--- config.mk ---
export PLATFORM = sky130hd
export DESIGN_NAME = uart_tx
export DESIGN_NICKNAME = d
export VERILOG_FILES = /design/src/rtl/uart_tx.sv
export SDC_FILE = /design/constraint.sdc
export NUM_CORES = 1
export LEC_CHECK = 0
export ABC_CLOCK_PERIOD_IN_PS = 3300
export CORE_MARGIN = 4
export CORE_UTILIZATION = 58
export CTS_CLUSTER_SIZE = 8
export DETAILED_ROUTE_END_ITERATION = 16
export PLACE_DENSITY = 0.79
export SLEW_MARGIN = 20
export SYNTH_ARGS = -nofsm -noshare
export SYNTH_HDL_FRONTEND = slang
export SYNTH_SLANG_ARGS = --single-unit
--- constraint.sdc ---
create_clock -name clk -period 3.3 [get_ports clk]
set_input_delay 0.33 -clock clk [delete_from_list [all_inputs] [get_ports clk]]
set_output_delay 0.33 -clock clk [all_outputs]
set_load 0.05 [all_outputs]
--- src/rtl/uart_tx.sv ---
// uart_tx: byte-serial UART transmitter, 8N1, LSB first, valid/ready core side.
// A one-entry holding buffer allows back-to-back frames with no idle gap.
// Optional build macro UART_TX_PARITY_EN adds an even-parity bit (8E1).
module uart_tx #(
    parameter int unsigned CLK_PER_BIT = 868
) (
    input  logic       clk,
    input  logic       rst,
    input  logic [7:0] tx_data,
    input  logic       tx_valid,
    output logic       tx_ready,
    output logic       txd,
    output logic       busy
);

    localparam int unsigned TW = (CLK_PER_BIT > 1) ? $clog2(CLK_PER_BIT) : 1;
    localparam logic [TW-1:0] TimerMax = TW'(CLK_PER_BIT - 1);

`ifdef UART_TX_PARITY_EN
    typedef enum logic [2:0] {StIdle, StStart, StData, StParity, StStop} state_e;
`else
    typedef enum logic [1:0] {StIdle, StStart, StData, StStop} state_e;
`endif

    state_e          state_q, state_d;
    logic [TW-1:0]   timer_q, timer_d;
    logic [2:0]      idx_q, idx_d;
    logic [7:0]      shift_q, shift_d;
    logic [7:0]      buf_q, buf_d;
    logic            buf_full_q, buf_full_d;
    logic            txd_q, txd_d;
`ifdef UART_TX_PARITY_EN
    logic            parity_q, parity_d;
`endif

    logic accept;
    logic timer_end;
    logic take_direct;

    assign tx_ready    = ~buf_full_q;
    assign busy        = (state_q != StIdle) | buf_full_q;
    assign txd         = txd_q;
    assign accept      = tx_valid & tx_ready;
    assign timer_end   = (timer_q == TimerMax);
    // Byte bypasses the buffer when the shifter is free on this edge.
    assign take_direct = (state_q == StIdle) | ((state_q == StStop) & timer_end);

    // Next-state logic for the frame FSM, bit timer, shifter and holding buffer.
    always_comb begin
        state_d    = state_q;
        timer_d    = timer_q;
        idx_d      = idx_q;
        shift_d    = shift_q;
        buf_d      = buf_q;
        buf_full_d = buf_full_q;
`ifdef UART_TX_PARITY_EN
        parity_d   = parity_q;
`endif

        if (state_q != StIdle) begin
            timer_d = timer_end ? '0 : timer_q + 1'b1;
        end

        unique case (state_q)
            StIdle: begin
                if (accept) begin
                    shift_d = tx_data;
`ifdef UART_TX_PARITY_EN
                    parity_d = ^tx_data;
`endif
                    timer_d = '0;
                    state_d = StStart;
                end
            end
            StStart: begin
                if (timer_end) begin
                    idx_d   = 3'd0;
                    state_d = StData;
                end
            end
            StData: begin
                if (timer_end) begin
                    shift_d = {1'b0, shift_q[7:1]};
                    if (idx_q == 3'd7) begin
`ifdef UART_TX_PARITY_EN
                        state_d = StParity;
`else
                        state_d = StStop;
`endif
                    end else begin
                        idx_d = idx_q + 3'd1;
                    end
                end
            end
`ifdef UART_TX_PARITY_EN
            StParity: begin
                if (timer_end) state_d = StStop;
            end
`endif
            StStop: begin
                if (timer_end) begin
                    if (buf_full_q) begin
                        shift_d    = buf_q;
`ifdef UART_TX_PARITY_EN
                        parity_d   = ^buf_q;
`endif
                        buf_full_d = 1'b0;
                        state_d    = StStart;
                    end else if (accept) begin
                        shift_d = tx_data;
`ifdef UART_TX_PARITY_EN
                        parity_d = ^tx_data;
`endif
                        state_d = StStart;
                    end else begin
                        state_d = StIdle;
                    end
                end
            end
            default: state_d = StIdle;
        endcase

        // Buffer and drain never coincide: tx_ready is low while full.
        if (accept && !take_direct) begin
            buf_d      = tx_data;
            buf_full_d = 1'b1;
        end
    end

    // Serial line value for the coming cycle, so txd comes straight off a flop.
    always_comb begin
        txd_d = 1'b1;
        unique case (state_d)
            StStart:  txd_d = 1'b0;
            StData:   txd_d = shift_d[0];
`ifdef UART_TX_PARITY_EN
            StParity: txd_d = parity_d;
`endif
            default:  txd_d = 1'b1;
        endcase
    end

    // State registers; reset abandons any frame and drives the line high at once.
    always_ff @(posedge clk or posedge rst) begin
        if (rst) begin
            state_q    <= StIdle;
            timer_q    <= '0;
            idx_q      <= 3'd0;
            shift_q    <= 8'h00;
            buf_q      <= 8'h00;
            buf_full_q <= 1'b0;
            txd_q      <= 1'b1;
`ifdef UART_TX_PARITY_EN
            parity_q   <= 1'b0;
`endif
        end else begin
            state_q    <= state_d;
            timer_q    <= timer_d;
            idx_q      <= idx_d;
            shift_q    <= shift_d;
            buf_q      <= buf_d;
            buf_full_q <= buf_full_d;
            txd_q      <= txd_d;
`ifdef UART_TX_PARITY_EN
            parity_q   <= parity_d;
`endif
        end
    end

endmodule

==> qor.txt, run 1 <==
Final Skew: 0.00339 ns
number of global-route vias before repair: 1614
drt pass-1 iters: 4
pwr/cell area: 313 nW/um^2
period utilization: 83.8%
Crit path required time: 3.52 ns
critical path type: flip-flop to flip-flop
drt total wl: 4250 um
Top FF cell, synth: dfrtp_1
Filler cells: 262
Mapped Cells: 210
leading post-synthesis cells by cell area: dfrtp_1, o21ai_0, nand2_1
total number of H-tree levels: 2
DRC Markers: 0
post-DP HPWL: 3100 um
Hold WC Path Type: input port to asynchronous set/reset pin
Top Layer Used: met4
status: finished, final reports clean
Detail Route Antenna Nets: 0
non-filler cells, final: 266
CTS Hold Bufs: 0
Met2 Routed Length: 2090 um
IO Count: 14
FFs w/ async S/R, synth: 100%
fmax: 0.362 GHz
crit path max fanout: 13
MaxCap Viol Count: 0
die area: 4410 um^2
# nets final: 235
ANT cells: 0
Syn. warnings: 0
# rows: 20
Die Width: 66.4 um
Yosys top cell by area: dfrtp_1
number of distinct library cells after synthesis: 47
clk root buf: clkbuf_4
Slew HR: 59.1%
startpoint types: flip-flop
fraction of layout cells with a size suffix above 1: 12.6%
vias: 1657
Synthesized Nets: 224
most common cell in the netlist: dfrtp_1
placed insts: 258
post-DR wirelength/cell: 16.0 um
Initial Utilization: 62.7%
CTS tree: done
Layout area overhead: 10.5%
flops & latches, synth: 33
cts bufs inserted: 5
Avg Vias per Cell: 6.23
Fin Setup TNS: 0 ns
Die Ht: 66.4 um
Post-synth top cells: dfrtp_1, nand2_1, o21ai_0, a21oi_1, o21a_1
Fin. Hold Viols: 0
largest net degree at the start of global routing: 34
crit path DAT: 2.99 ns
Core ar.: 3150 um^2
clk buf depth: 2
Worst-Margin Slew: 0.610 ns
worst vdd ir: 0.000280 V
first-pass GRT wire length: 7470 um
final RePlAce weighted congestion: 0.846
Port-buffer cells: 13
clock sink total: 33
GRT Util Overall: 22.0%
clock latency on the worst-skew pair: 0.33 ns
wire length on met1: 1940 um
Met3 Wirelength: 161 um
leakage power: 0.832 nW
Avg Cell Area, Syn: 9.41 um^2
EDFF count, synth: 0
postcts setup bufs: 0
initial DRC count: 126
Congestion Overflow GR: 0
endpoints failing setup: 0
share of the synthesized area in the top cell type: 40.5%
unrepaired setup endpoints after global routing: false
Max Slew Vio Count: 0
final core utilization: 69.3%
CTS resizes: 0
synthesized cell area: 1980 um^2
antenna violations before repair: 0
CP endpoint kind: flip-flop
sequential share of the synthesized area: 41.8%
Tmin final: 2.77 ns
CTS clk-pin slew, worst paths: 0.10 ns
==> final cells by class <==
cell class                      count  area (um^2)  area share [%]
Timing Repair Buffer               17          160            7.33
Inverter                            5         18.8           0.859
Clock buffer                        6         41.3            1.89
Sequential cell                    33          827            37.9
Tap cell                           44         55.1            2.52
Clock inverter                      2         10.0           0.458
Multi-Input combinational cell    159         1070            49.1
==> per-stage QoR <==
step	hold WS, ns	cell area [um^2]	setup WS (ns)	total power [mW]
floorplan	0.450	1980	0.901	0.452
global placement	0.473	2130	0.635	0.473
detailed placement	0.486	2130	0.577	0.475
CTS	0.376	2180	0.544	0.693
global route	0.434	2180	0.415	0.721
finish	0.369	2180	0.534	0.684
==> logic make-up after synthesis <==
kind of cell    after synthesis  share of synthesized area (%)
xor+xnor                      3                           1.33
simple gates                 71                           19.6
fa+ha+maj                     3                           1.90
mux                          10                           5.57
flops                        33                           41.8
buf+inv                      18                           3.92
compound gates               72                           25.9
==> layout by cell type (no fill, tap or decap), types with 2 or more instances in the layout <==
master,count
a211oi_1,9
a21oi_1,12
a22oi_1,2
a31oi_1,3
and3_1,2
buf_4,4
clkbuf_4,5
clkdlybuf4s50_1,13
clkinv_2,2
dfrtp_1,32
ha_1,3
inv_1,4
mux2_2,7
mux2i_1,2
nand2_1,25
nand2b_1,2
nand3_1,4
nand4_1,4
nor2_1,10
nor2b_1,3
nor3_1,3
nor4_1,6
o21a_1,12
o21ai_0,19
o31ai_1,4
o32a_1,6
or3_1,2
xor2_1,2
==> registers in the layout (all words and copies together) (netlist names) <==
register	cells
timer_q	10
idx_q	3
shift_q	8
buf_full_q	1
state_q	2
txd	1
buf_q	8
==> routing by layer <==
layer  global-route usage, %  vias to the layer above
li1                        -                      812
met5                       0                        -
met2                    35.8                       36
met1                    28.4                      799
met4                    7.36                        0
met3                    5.78                       10
==> power breakdown <==
part           switching, mW  leakage (nW)  internal, mW
combinational         0.0210         0.394        0.0227
clock                  0.136        0.0320        0.0811
sequential           0.00662         0.406         0.417
==> critical path, cell delays in order (launching register included) <==
cell	delay [ns]
dfrtp_1	0.41
ha_1	0.24
or4b_4	0.59
or3_1	0.54
nor2_4	0.15
or3_1	0.33
mux2_1	0.38
==> worst paths after layout <==
check | to | slack, ns | startpoint | cells past startpoint
max in group asynchronous | txd | 2.59 | rst | 3
worst max register to register | buf_q[5] | 0.53 | timer_q[0] | 6
min in group clk | timer_q[9] | 0.50 | timer_q[9] | 1
worst max-delay path | buf_q[5] | 0.53 | timer_q[0] | 6
worst min register to register | timer_q[9] | 0.50 | timer_q[9] | 1
worst min-delay path | timer_q[1] | 0.37 | rst | 3
Note: power is estimated with default switching activity, not from simulation.
==> inputs of run 2 (changes only) <==
--- a/config.mk
+++ b/config.mk
@@ -5,12 +5,12 @@
 export SDC_FILE = /design/constraint.sdc
 export NUM_CORES = 1
 export LEC_CHECK = 0
-export ABC_CLOCK_PERIOD_IN_PS = 3300
+export ABC_CLOCK_PERIOD_IN_PS = 2300
 export CORE_MARGIN = 4
-export CORE_UTILIZATION = 58
+export CORE_UTILIZATION = 52
 export CTS_CLUSTER_SIZE = 8
 export DETAILED_ROUTE_END_ITERATION = 16
-export PLACE_DENSITY = 0.79
+export PLACE_DENSITY = 0.75
 export SLEW_MARGIN = 20
 export SYNTH_ARGS = -nofsm -noshare
 export SYNTH_HDL_FRONTEND = slang
==> constraint.sdc (replaced) <==
create_clock -name clk -period 2.3 [get_ports clk]
set_input_delay 0.23 -clock clk [delete_from_list [all_inputs] [get_ports clk]]
set_output_delay 0.23 -clock clk [all_outputs]
set_load 0.05 [all_outputs]
==> qor.txt, run 2 (synthesized netlist as in run 1, its figures left out) <==
Pwr Total: 1.11 mW (+62%)
clock latency on the worst-skew pair: 0.29 ns (-0.04 ns)
Avg Vias per Cell: 6.02 (-3.3%)
Congestion Overflow GR: 0 (unchanged)
CP endpoint kind: flip-flop
fmax: 0.429 GHz (+19%)
# rows: 22 (+10%)
CP cell instances: ha_2, or4b_4, or3_4, nor2_4, or3_4, buf_6, mux2_2
Initial Utilization: 54.0% (-8.7 points)
Port-buffer cells: 13 (unchanged)
first-pass GRT wire length: 8710 um (+17%)
crit path max fanout: 4 (-9)
critical path type: flip-flop to flip-flop
period utilization: 101% (+17 points)
Met2 Routed Length: 2580 um (+24%)
Core ar.: 3660 um^2 (+16%)
max reg flops: 10 (unchanged)
antenna violations before repair: 0 (unchanged)
Top Registers: timer_q: 10 flops, buf_q: 8 flops, shift_q: 8 flops
status: finished with violations
crit path DAT: 2.51 ns (-0.48 ns)
fraction of layout cells with a size suffix above 1: 26.6% (+14 points)
IO Count: 14 (unchanged)
final RePlAce weighted congestion: 0.865 (+2.3%)
Tmin final: 2.33 ns (-0.436 ns)
worst vdd ir: 0.000366 V (+31%)
non-filler cells, final: 296 (+11%)
vias: 1783 (+7.6%)
most frequent cell on the critical path: or3_4
most frequent cells in the layout: dfrtp_1, buf_4, nand2_1, o21ai_0
clk root buf: clkbuf_8
slowest stage delay, CP: 0.49 ns (-0.10 ns)
drt total wl: 4970 um (+17%)
die area: 4850 um^2 (+10%)
final core utilization: 68.5% (-0.76 points)
placed insts: 284 (+10%)
ANT cells: 0 (unchanged)
Top Layer Used: met4
most common cell after layout, fill and taps aside: dfrtp_1
cell area after layout: 2510 um^2 (+15%)
number of global-route vias before repair: 1844 (+14%)
Die Width: 69.7 um (+4.9%)
endpoints failing setup: 11 (+11)
MaxCap Viol Count: 0 (unchanged)
largest net degree at the start of global routing: 34 (unchanged)
clk buf depth: 2 (unchanged)
wire length on met1: 2100 um (+8.3%)
CTS tree: done
CTS Hold Bufs: 0 (unchanged)
Final Skew: 0.00646 ns (+0.00307 ns)
worst path buffer plus inverter count: 1 (+1)
Met3 Wirelength: 228 um (+42%)
Layout area overhead: 26.9%
clock sink total: 33 (unchanged)
drt pass-1 iters: 4 (unchanged)
Fin. Hold Viols: 0 (unchanged)
post-DR wirelength/cell: 16.8 um (+5.0%)
initial DRC count: 134 (+6.3%)
Worst-Margin Slew: 0.638 ns (+0.0276 ns)
Slowest cell on crit path: or4b_4
failing checks: negative setup slack
leakage power: 1.01 nW (+21%)
cts bufs inserted: 5 (unchanged)
Crit path max-delay family: simple AND/OR/NAND/NOR gates
Setup WS post-layout: -0.0303 ns (-0.564 ns)
pwr/cell area: 443 nW/um^2 (+41%)
# nets final: 261 (+11%)
Crit path required time: 2.48 ns (-1.04 ns)
unrepaired setup endpoints after global routing: true
startpoint types: flip-flop
DRC Markers: 0 (unchanged)
Max Slew Vio Count: 0 (unchanged)
Detail Route Antenna Nets: 0 (unchanged)
post-DP HPWL: 3480 um (+12%)
Hold WC Path Type: input port to asynchronous set/reset pin
WHS: 0.325 ns (-0.0445 ns)
Post-DP Area: 2320 um^2 (+8.9%)
GRT Util Overall: 22.4% (+0.31 points)
total number of H-tree levels: 2 (unchanged)
CTS clk-pin slew, worst paths: 0.07 ns (-0.03 ns)
register with the most flip-flops: timer_q
Die Ht: 69.7 um (+4.9%)
Slew HR: 57.3% (-1.7 points)
run 2: cell count changes in the layout (fill, tap and decap cells not counted), moves of 3 or more:
| cell | previous run | this run |
|---|---|---|
| clkbuf_4 | 5 | 0 |
| clkbuf_8 | 0 | 5 |
| mux2_2 | 7 | 4 |
| mux2_4 | 0 | 4 |
| buf_6 | 0 | 4 |
| buf_4 | 4 | 26 |
run 2: through the flow:
| step | TNS, ns | setup slack (ns) |
|---|---|---|
| after detailed placement | -0.856 | -0.106 |
| after floorplan | -0.371 | -0.0476 |
| after global routing | -1.43 | -0.0971 |
| final | -0.140 | -0.0303 |
| after CTS | -0.0214 | -0.0146 |
| after global placement | -0.255 | -0.0403 |
run 2: worst paths after layout:
path / end / startpoint / slack (ns) / cells after the start
setup / recovery: buf_q[0] / timer_q[0] / -0.03 / 7
hold / removal: timer_q[6] / rst / 0.32 / 3
setup reg to reg: buf_q[0] / timer_q[0] / -0.03 / 7
hold reg to reg: timer_q[9] / timer_q[9] / 0.49 / 1
max in group asynchronous: txd / rst / 1.64 / 3
min in group clk: timer_q[9] / timer_q[9] / 0.49 / 1
run 2: layout make-up:
cell class,count,area [um^2]
fill,282,1150
multi-input combinational,159,1140
sequential,33,827
timing repair buffer,43,380
clock buffer,6,72.6
tap,48,60.1
inverter,5,18.8
clock inverter,2,10.0
run 2: per-layer routing:
layer / track usage, % / vias to the layer above
met3: 4.93 / 7
met4: 8.72 / 0
met5: 0 / -
li1: - / 856
met1: 28.9 / 872
met2: 36.4 / 48
run 2: worst min-delay path, cell delays in order:
cell and delay (ns):
clkdlybuf4s50_1 0.39, inv_1 0.05, buf_4 0.37
run 2: what timing repair did:
| item | in CTS | in global routing |
|---|---|---|
| buffers inserted | 1 | 3 |
| gates cloned | 0 | 0 |
| setup endpoints to repair | 18 | 20 |
| resized for setup | 5 | 12 |
| hold endpoints to repair | 0 | 0 |
| pin swaps | 1 | 9 |
run 2: power breakdown:
part | internal (mW) | leakage [nW] | switching (mW)
clock | 0.210 | 0.0450 | 0.222
combinational | 0.0392 | 0.559 | 0.0317
sequential | 0.599 | 0.406 | 0.00949
==> inputs of run 3 (changes only) <==
--- a/config.mk
+++ b/config.mk
@@ -10,6 +10,7 @@
 export CORE_UTILIZATION = 52
 export CTS_CLUSTER_SIZE = 8
 export DETAILED_ROUTE_END_ITERATION = 16
+export MAX_ROUTING_LAYER = met4
 export PLACE_DENSITY = 0.75
 export SLEW_MARGIN = 20
 export SYNTH_ARGS = -nofsm -noshare
==> qor.txt, run 3 (synthesized netlist as in run 1, its figures left out) <==
status: finished with violations
failing checks: negative setup slack
MaxCap Viol Count: 0 (unchanged)
IO Count: 14 (unchanged)
most frequent cells in the layout: dfrtp_1, buf_4, nand2_1, o21ai_0
Hold WC Path Type: input port to asynchronous set/reset pin
startpoint types: flip-flop
leakage power: 1.03 nW (+2.1%)
Filler cells: 274 (-2.8%)
drt pass-1 iters: 4 (unchanged)
Final Skew: 0.00520 ns (-0.00125 ns)
# nets final: 261 (unchanged)
first-pass GRT wire length: 8680 um (-0.39%)
drt total wl: 5080 um (+2.3%)
pwr/cell area: 442 nW/um^2 (about the same)
vias: 1839 (+3.1%)
most frequent cell on the critical path: buf_6
Top Registers: timer_q: 10 flops, buf_q: 8 flops, shift_q: 8 flops
clock sink total: 33 (unchanged)
most common cell after layout, fill and taps aside: dfrtp_1
unrepaired setup endpoints after global routing: true
post-DP HPWL: 3480 um (unchanged)
DRC Markers: 0 (unchanged)
worst path buffer plus inverter count: 2 (+1)
clk root buf: clkbuf_8
CTS Hold Bufs: 0 (unchanged)
# rows: 22 (unchanged)
Congestion Overflow GR: 0 (unchanged)
CTS clk-pin slew, worst paths: 0.07 ns (about the same)
Worst R2R Path Depth: 8 (+1)
Max Slew Vio Count: 0 (unchanged)
Port-buffer cells: 13 (unchanged)
number of global-route vias before repair: 1842 (-0.11%)
endpoints failing setup: 16 (+5)
Crit path required time: 2.53 ns (+0.05 ns)
Avg Vias per Cell: 6.21 (+3.1%)
R2R setup slack: -0.01 ns (+0.02 ns)
GRT Util Overall: 22.8% (+0.47 points)
Tmin final: 2.31 ns (-0.0168 ns)
fraction of layout cells with a size suffix above 1: 27.0% (+0.40 points)
largest net degree at the start of global routing: 34 (unchanged)
crit path max fanout: 7 (+3)
max reg flops: 10 (unchanged)
fmax: 0.432 GHz (+0.72%)
register with the most flip-flops: timer_q
total number of H-tree levels: 2 (unchanged)
antenna violations before repair: 0 (unchanged)
Die Ht: 69.7 um (unchanged)
Setup WS post-layout: -0.0135 ns (+0.0168 ns)
Worst-Margin Slew: 0.627 ns (-0.0106 ns)
crit path DAT: 2.55 ns (+0.04 ns)
Core ar.: 3660 um^2 (unchanged)
Crit path max-delay family: simple AND/OR/NAND/NOR gates
period utilization: 101% (-0.73 points)
Slowest cell on crit path: or4b_4
Fin. Hold Viols: 0 (unchanged)
critical path type: flip-flop to flip-flop
Detail Route Antenna Nets: 0 (unchanged)
CTS tree: done
initial DRC count: 148 (+10%)
CP endpoint kind: flip-flop
final core utilization: 69.0% (+0.51 points)
Slew HR: 58.0% (+0.71 points)
CP cell instances: ha_2, or4b_4, or3_4, buf_6, o31ai_4, buf_6, and3_1, a2111o_1
Die Width: 69.7 um (unchanged)
worst r2r src: timer_q[0]
cts bufs inserted: 5 (unchanged)
worst vdd ir: 0.000373 V (+1.9%)
ANT cells: 0 (unchanged)
Pwr Total: 1.12 mW (+0.66%)
Initial Utilization: 54.0% (unchanged)
slowest stage delay, CP: 0.49 ns (about the same)
Layout area overhead: 27.8%
post-DR wirelength/cell: 17.2 um (+2.3%)
die area: 4850 um^2 (unchanged)
reg2reg end: shift_q[7]
clk buf depth: 2 (unchanged)
clock latency on the worst-skew pair: 0.29 ns (about the same)
final RePlAce weighted congestion: 0.879 (+1.6%)
## run 3: worst register-to-register path, stage by stage, from the launching register on
cell      delay [ns]
dfrtp_1         0.35
ha_2            0.18
or4b_4          0.49
or3_4           0.44
buf_6           0.14
o31ai_4         0.23
buf_6           0.17
and3_1          0.17
a2111o_1        0.08
## run 3: report_power, final
part / switching [mW] / total (mW) / internal, mW
combinational: 0.0326 / 0.0769 / 0.0443
clock: 0.223 / 0.432 / 0.210
sequential: 0.0104 / 0.609 / 0.599
## run 3: routing by layer
layer | part of all wire [%] | global-route usage (%)
met1 | 44 | 28.8
met2 | 50 | 36.4
met3 | 4.5 | 4.49
met4 | 1.9 | 8.72
met5 | 0 | -
## run 3: layout make-up
type	count	area, um^2	area share (%)
multi-input cells	159	1160	45.8
flip-flops and latches	33	827	32.7
repair buffers	43	380	15.0
clock buffers	6	72.6	2.87
well taps	48	60.1	2.38
inverters	5	18.8	0.743
clock inverters	2	10.0	0.396
## run 3: repair_timing
item | 4_1_cts | 5_1_grt
setup endpoints to repair | 18 | 20
pin swaps | 1 | 9
gates resized for setup | 5 | 17
buffers inserted | 1 | 3
## run 3: worst max path at each step
stage          startpoint  slack (ns)  depth (start not counted)    endpoint
2_1_floorplan  timer_q[0]       -0.05                          8    buf_q[0]
3_3_place_gp   timer_q[1]       -0.04                          7  shift_q[1]
3_5_place_dp   timer_q[0]       -0.11                          7  shift_q[5]
4_1_cts        timer_q[0]       -0.01                          7         txd
5_1_grt        timer_q[0]       -0.11                          8  shift_q[2]
6_report       timer_q[0]       -0.01                          8  shift_q[7]
## run 3: metrics by stage
step | TNS (ns) | worst slack (ns) | hold slack, ns | area [um^2] | std cells
finish | -0.110 | -0.0135 | 0.325 | 2530 | 296
global route | -1.40 | -0.111 | 0.382 | 2530 | 296
CTS | -0.0214 | -0.0146 | 0.345 | 2430 | 293
detailed placement | -0.856 | -0.106 | 0.483 | 2320 | 284
global placement | -0.255 | -0.0403 | 0.468 | 2320 | 284
floorplan | -0.371 | -0.0476 | 0.358 | 2000 | 210
